[src/rtl/life_scan_ctrl.sv]
// Scan-chain initiator for the 4x4 life array. A start request rotates the 16-cell
// chain once, snapshots every cell into rd_data and optionally loads a new pattern.
module life_scan_ctrl #(
  parameter int unsigned GAP = 0
) (
  input  logic        clk,
  input  logic        reset,
  input  logic        start,
  input  logic        wr_enb,
  input  logic [15:0] wr_data,
  input  logic        scan_read_val,
  output logic        scan,
  output logic        scan_write_val,
  output logic        scan_write_enb,
  output logic        busy,
  output logic        run_hold,
  output logic        done,
  output logic [15:0] rd_data
);

  // Handshake: start/wr_enb/wr_data are sampled together only while idle (busy=0);
  // requests during a scan are dropped. done pulses for one cycle and rd_data stays
  // valid from that cycle until the next done.
  typedef enum logic [1:0] {
    S_IDLE  = 2'd0,
    S_SHIFT = 2'd1,
    S_GAP   = 2'd2,
    S_DONE  = 2'd3
  } state_t;

  localparam bit         HAS_GAP  = (GAP > 0);
  localparam logic [7:0] GAP_LAST = HAS_GAP ? 8'(GAP - 1) : 8'd0;

  state_t      state;
  state_t      state_nxt;
  logic [3:0]  idx;
  logic [7:0]  gap_cnt;
  logic [15:0] wr_sr;
  logic [15:0] rd_sr;
  logic        wr_mode;
  logic        last_shift;

  assign last_shift = (idx == 4'd15);

  always_ff @(posedge clk or negedge reset) begin
    if (!reset) begin
      state <= S_IDLE;
    end else begin
      state <= state_nxt;
    end
  end

  always_comb begin
    state_nxt = state;
    case (state)
      S_IDLE: begin
        if (start) state_nxt = S_SHIFT;
      end
      S_SHIFT: begin
        if (last_shift)   state_nxt = S_DONE;
        else if (HAS_GAP) state_nxt = S_GAP;
        else              state_nxt = S_SHIFT;
      end
      S_GAP: begin
        if (gap_cnt == GAP_LAST) state_nxt = S_SHIFT;
      end
      S_DONE: begin
        state_nxt = S_IDLE;
      end
      default: state_nxt = S_IDLE;
    endcase
  end

  // Shift registers: the tail is captured LSB-first so cell 15 ends up in bit 15.
  always_ff @(posedge clk or negedge reset) begin
    if (!reset) begin
      wr_sr   <= 16'd0;
      rd_sr   <= 16'd0;
      rd_data <= 16'd0;
      wr_mode <= 1'b0;
      idx     <= 4'd0;
      gap_cnt <= 8'd0;
    end else begin
      case (state)
        S_IDLE: begin
          if (start) begin
            wr_sr   <= wr_data;
            wr_mode <= wr_enb;
            idx     <= 4'd0;
            gap_cnt <= 8'd0;
          end
        end
        S_SHIFT: begin
          rd_sr   <= {rd_sr[14:0], scan_read_val};
          wr_sr   <= {wr_sr[14:0], 1'b0};
          gap_cnt <= 8'd0;
          if (last_shift) begin
            rd_data <= {rd_sr[14:0], scan_read_val};
          end else begin
            idx <= idx + 4'd1;
          end
        end
        S_GAP: begin
          if (gap_cnt == GAP_LAST) gap_cnt <= 8'd0;
          else                     gap_cnt <= gap_cnt + 8'd1;
        end
        default: ;
      endcase
    end
  end

  always_comb begin
    scan           = 1'b0;
    scan_write_val = 1'b0;
    scan_write_enb = 1'b0;
    busy           = 1'b0;
    done           = 1'b0;
    case (state)
      S_SHIFT: begin
        scan           = 1'b1;
        scan_write_val = wr_sr[15];
        scan_write_enb = wr_mode;
        busy           = 1'b1;
      end
      S_GAP: begin
        busy = 1'b1;
      end
      S_DONE: begin
        busy = 1'b1;
        done = 1'b1;
      end
      default: ;
    endcase
    run_hold = busy;
  end

endmodule

[config.mk]
export PLATFORM = sky130hd
export DESIGN_NAME = life_scan_ctrl
export DESIGN_NICKNAME = d
export VERILOG_FILES = /design/src/rtl/life_scan_ctrl.sv
export SDC_FILE = /design/constraint.sdc
export NUM_CORES = 1
export LEC_CHECK = 0
export CAP_MARGIN = 20
export CELL_PAD_IN_SITES_DETAIL_PLACEMENT = 1
export CELL_PAD_IN_SITES_GLOBAL_PLACEMENT = 2
export CORE_ASPECT_RATIO = 1.4
export CORE_UTILIZATION = 35
export CTS_CLUSTER_SIZE = 14
export DETAILED_ROUTE_END_ITERATION = 10
export PLACE_DENSITY = 0.91
export SYNTH_ARGS = -nofsm -noshare
export SYNTH_HDL_FRONTEND = slang
export SYNTH_SLANG_ARGS = --single-unit
[constraint.sdc]
create_clock -name clk -period 2.1 [get_ports clk]
set_input_delay 0.42 -clock clk [delete_from_list [all_inputs] [get_ports clk]]
set_output_delay 0.42 -clock clk [all_outputs]
set_load 0.02 [all_outputs]
; After elaboration in Yosys (flattened, before gate mapping)
; Index checks and enable logic that the tools add are counted.
[totals]
reg_bits = 62
in_bits = 21
out_inout_bits = 22
word_cells = 44
[op_classes]
add_sub_neg = 2
eq_ne = 7
n_mux = 17
reduce_logical = 11
[op_table]
columns = op, n
row1 = case mux 16 bit (2 select lines), 1
row2 = case mux 8 bit (3 select lines), 1
row3 = two-way mux 16 bit, 1
row4 = two-way mux 8 bit, 2
row5 = AND reduction 2 bit, 5
row6 = "adder 8 x 1 -> 8 bit, second input constant", 1
row7 = logical NOT 8 bit, 1
row8 = two-way mux 4 bit, 2
row9 = case mux 2 bit (4 select lines), 1
row10 = case mux 4 bit (2 select lines), 1
row11 = two-way mux 2 bit, 3
row12 = "!= test 2 bit, second input constant", 3
row13 = two-way mux 1 bit, 5
row14 = "adder 4 x 1 -> 4 bit, second input constant", 1
row15 = "equality test 2 bit, second input constant", 2
row16 = "equality test 4 bit, second input constant", 1
row17 = AND reduction 3 bit, 1
row18 = nonzero test 3 bit, 1
row19 = OR reduction 3 bit, 1
row20 = "equality test 2 x 1 -> 1 bit, second input constant", 1
row21 = logical NOT 2 bit, 1
row22 = nonzero test 2 bit, 1

; Longest topological paths before layout
[depth]
ltp_word = 3
depth_mapped = 7

; Worst setup path after synthesis
; OpenSTA, ideal clock, no wires.
[synth_timing]
path_type = register to output
from = register state[1]
to = output port scan_write_enb
arrival_ns = 1.114
required_time_ns = 1.680
setup_slack_ns = 0.566
stages_incl_launch_ff = 6
n_path_buf = 1
cell_sequence = dfrtp_1 -> inv_2 -> nand2_4 -> inv_2 -> buf_2 -> and2_1
[synth_via]
elab_chain_len = 2
[synth_lines]
columns = item, line
row1 = "start, declared", 34  ; state_t state;
row2 = "start signal, assigned", 49  ; state <= state_nxt;
row3 = equality test 2 x 1 -> 1 bit, 118  ; case (state)
row4 = two-way mux 1 bit, 118
row5 = "end, declared", 14  ; output logic scan_write_enb,
; Every way passes these cells.

; Worst setup path in the final report
[layout_timing]
from = register state[1]
to = output port scan_write_val
[layout_via]
elab_chain_len = 2
[layout_lines]
columns = item, line
row1 = equality test 2 x 1 -> 1 bit, 118
row2 = two-way mux 1 bit, 118
row3 = "end, declared", 13  ; output logic scan_write_val,
; Every way passes these cells.

==> metrics.yaml <==
design_area_mm2: 0.00356
setup_viol: 0
post_dp_cell_area_mm2: 0.00334
fp.dieH_um: 108
initial_core_util_pct: 36.0
hold_slack_ns: 0.0738
crit_chain: "inv_2 -> nand2_4 -> inv_2 -> and2_1 -> dlygate4sd2_1"
top_usage_layer: "met2"
final_cells: 406
min_period_ns: 1.91
wl_um: 5910
grt_util_met2_pct: 26.1
p_per_area_mw_per_mm2: 1430
grt_pass1_vias: 2096
crit_required_ns: 1.68
synth_cell_types: 42
synthTopCellsByArea: "dfrtp_1 56%, nand2_1 9.6%, mux2i_1 5.4%, mux2_4 4.8%, o21ai_1 3.2%"
grt_pass1_wl_um: 10300
postCtsSetupBuffers: 0
dr.pass1.iters: 4
cts-resized-gates: 7
placed_cells: 391
rows: 38
synth.net_count: 276
via_per_inst: 4.75
crit_type: "flop to output port"
antenna_found_initial: 0
cts_max_level: 3
syn_area_per_cell_um2: 11.1
tightest_slew_ns: 0.401
final-hold-violation-count: 0
antenna_cells: 0
wl_per_cell_um: 14.6
fp.dieW_um: 77.4
period_share_pct: 90.8
drv_cap: 0
drc: 0
syn-cell-area_mm2: 0.00279
drive_gt1_share_pct: 16.0
met3_usage_pct: 4.24
gp_congestion: 0.751
coreArea_mm2: 0.00775
irDropWorstVdd_mv: 0.744
slew_violations: 0
cp_slowest_stage_delay_ns: 0.40
cts_made_buffers: 9
fin_util_pct: 45.9
totalNegativeSetupSlack_ns: 0
yosysWarnings: 0
yosysTopAreaCell: "dfrtp_1"
cts.clk_slew.worst_paths_ns: 0.07
skew_ns: 0.00706
clock_path_buffers: 2
hpwl_um: 3940
cp-start-kind: "flop"
grt_usage_pct: 16.1
vias: 1929
globalRoute.totalOverflow: 0
met1_usage_pct: 20.1
cts_root_buf: "clkbuf_8"
cts_hold_buf: 0
synth_top_area_share_pct: 55.7
path_common_cell: "inv_2"
worstPathArrival_ns: 1.49
portBuffers: 42
yosysSeqAreaShare_pct: 55.7
area_delta_synth_final_pct: 27.7
drtIter0Drc: 124
die-area_mm2: 0.00833
grt_max_degree: 63
synth_edf_count: 0
detail-route-antenna-nets: 0
status: "complete, no violations"
yosys_most_used_dff: "dfrtp_1"
clock.fmax_mhz: 525
p_leak_nw: 1.58
nets: 326
path_max_fanout: 5
ios: 43
end_kind: "output port"
cts_tree: "done"
clock_sinks: 62
relSlewSlack_pct: 73.1
postSynthCellCount: 252
rsz0062_at_grt: "false"
insertion_delay_ns: 0.33
hp-class: "input pin to async pin"
ys_ff_latch: 62
critPathSlowestCell: "dfrtp_1"
async_flop_share_pct: 100
-- report_power, final --
| part | switching (W) | internal (W) | total [W] |
|---|---|---|---|
| combinational | 0.00107 | 0.000893 | 0.00196 |
| sequential | 0.000319 | 0.00165 | 0.00197 |
| clock | 0.000447 | 0.000722 | 0.00117 |
| total | 0.00183 | 0.00327 | 0.00510 |
-- flip-flops by register name (all words and copies together), names as in the netlist --
signal / cells
rd_sr: 15
rd_data: 16
gap_cnt: 8
wr_sr: 16
wr_mode: 1
idx: 4
state: 2
-- cell type report --
class                      count  area, um^2
tap                          100         125
timing repair buffer          50         505
fill                         860        4190
inverter                       7        26.3
clock inverter                 4        70.1
sequential                    62        1550
clock buffer                  11         151
multi-input combinational    172        1130
-- cell families after synthesis --
kind of cell | share of synthesized area [%]
simple gates | 18.7
flops | 55.7
mux | 13.5
compound gates | 5.70
buf+inv | 3.86
xor+xnor | 1.26
fa+ha+maj | 1.35
-- synth_stat cells (all sizes together), types with 4 or more instances --
cell / number
nand2: 73
dfrtp: 62
o21ai: 19
mux2: 17
mux2i: 15
nor2: 8
buf: 7
inv: 7
nand3: 6
nor3: 5
a21oi: 4
clkbuf: 4
-- path summary, 6_finish.rpt --
path                              from              to  slack (ns)  cells past startpoint
max                           state[1]  scan_write_val        0.19                      5
min in group clk           rd_data[14]     rd_data[14]        0.49                      1
max in group asynchronous        reset        state[0]        1.73                      2
min reg2reg                rd_data[14]     rd_data[14]        0.49                      1
max reg2reg                     idx[0]     rd_data[13]        0.37                      5
min                              reset       wr_sr[15]        0.07                      2
-- per-layer routing --
| layer | vias up | wire (um) | share of wire [%] |
|---|---|---|---|
| li1 | 939 | - | - |
| met1 | 948 | 2660 | 45 |
| met2 | 34 | 2960 | 50 |
| met3 | 8 | 202 | 3.4 |
| met4 | 0 | 87 | 1.5 |
| met5 | - | 0 | 0 |
-- stage by stage --
stage | power, W | setup slack (ns)
detailed placement | 0.00401 | 0.155
finish | 0.00510 | 0.193
floorplan | 0.00323 | 0.566
global placement | 0.00394 | 0.207
global route | 0.00546 | 0.0947
CTS | 0.00519 | 0.157
-- layout by cell type, fill, tap and decap left out, types with 2 or more instances in the layout --
master	Yosys	layout
nor4b_2	2	2
xnor2_1	3	3
inv_2	3	3
clkinv_2	0	2
or3_1	2	2
a21oi_1	4	4
o21ai_1	18	18
nor3_1	4	4
dfrtp_1	62	61
clkdlybuf4s50_1	0	35
mux2_4	9	9
bufinv_16	0	2
buf_4	1	5
nor2_1	5	5
inv_1	4	4
ha_1	3	3
mux2i_1	15	15
mux2_1	7	7
nand2_1	71	71
buf_12	0	3
dlygate4sd2_1	0	6
and2_1	2	2
nand3b_1	2	2
nand3_1	6	6
clkbuf_8	0	11
-- critical path, delay by kind of cell, from the launching register on --
kind / cells / cell delay [ns]
buf+inv: 3 / 0.57
flops: 1 / 0.40
simple gates: 2 / 0.20
(Power assumes the default switching activity.)
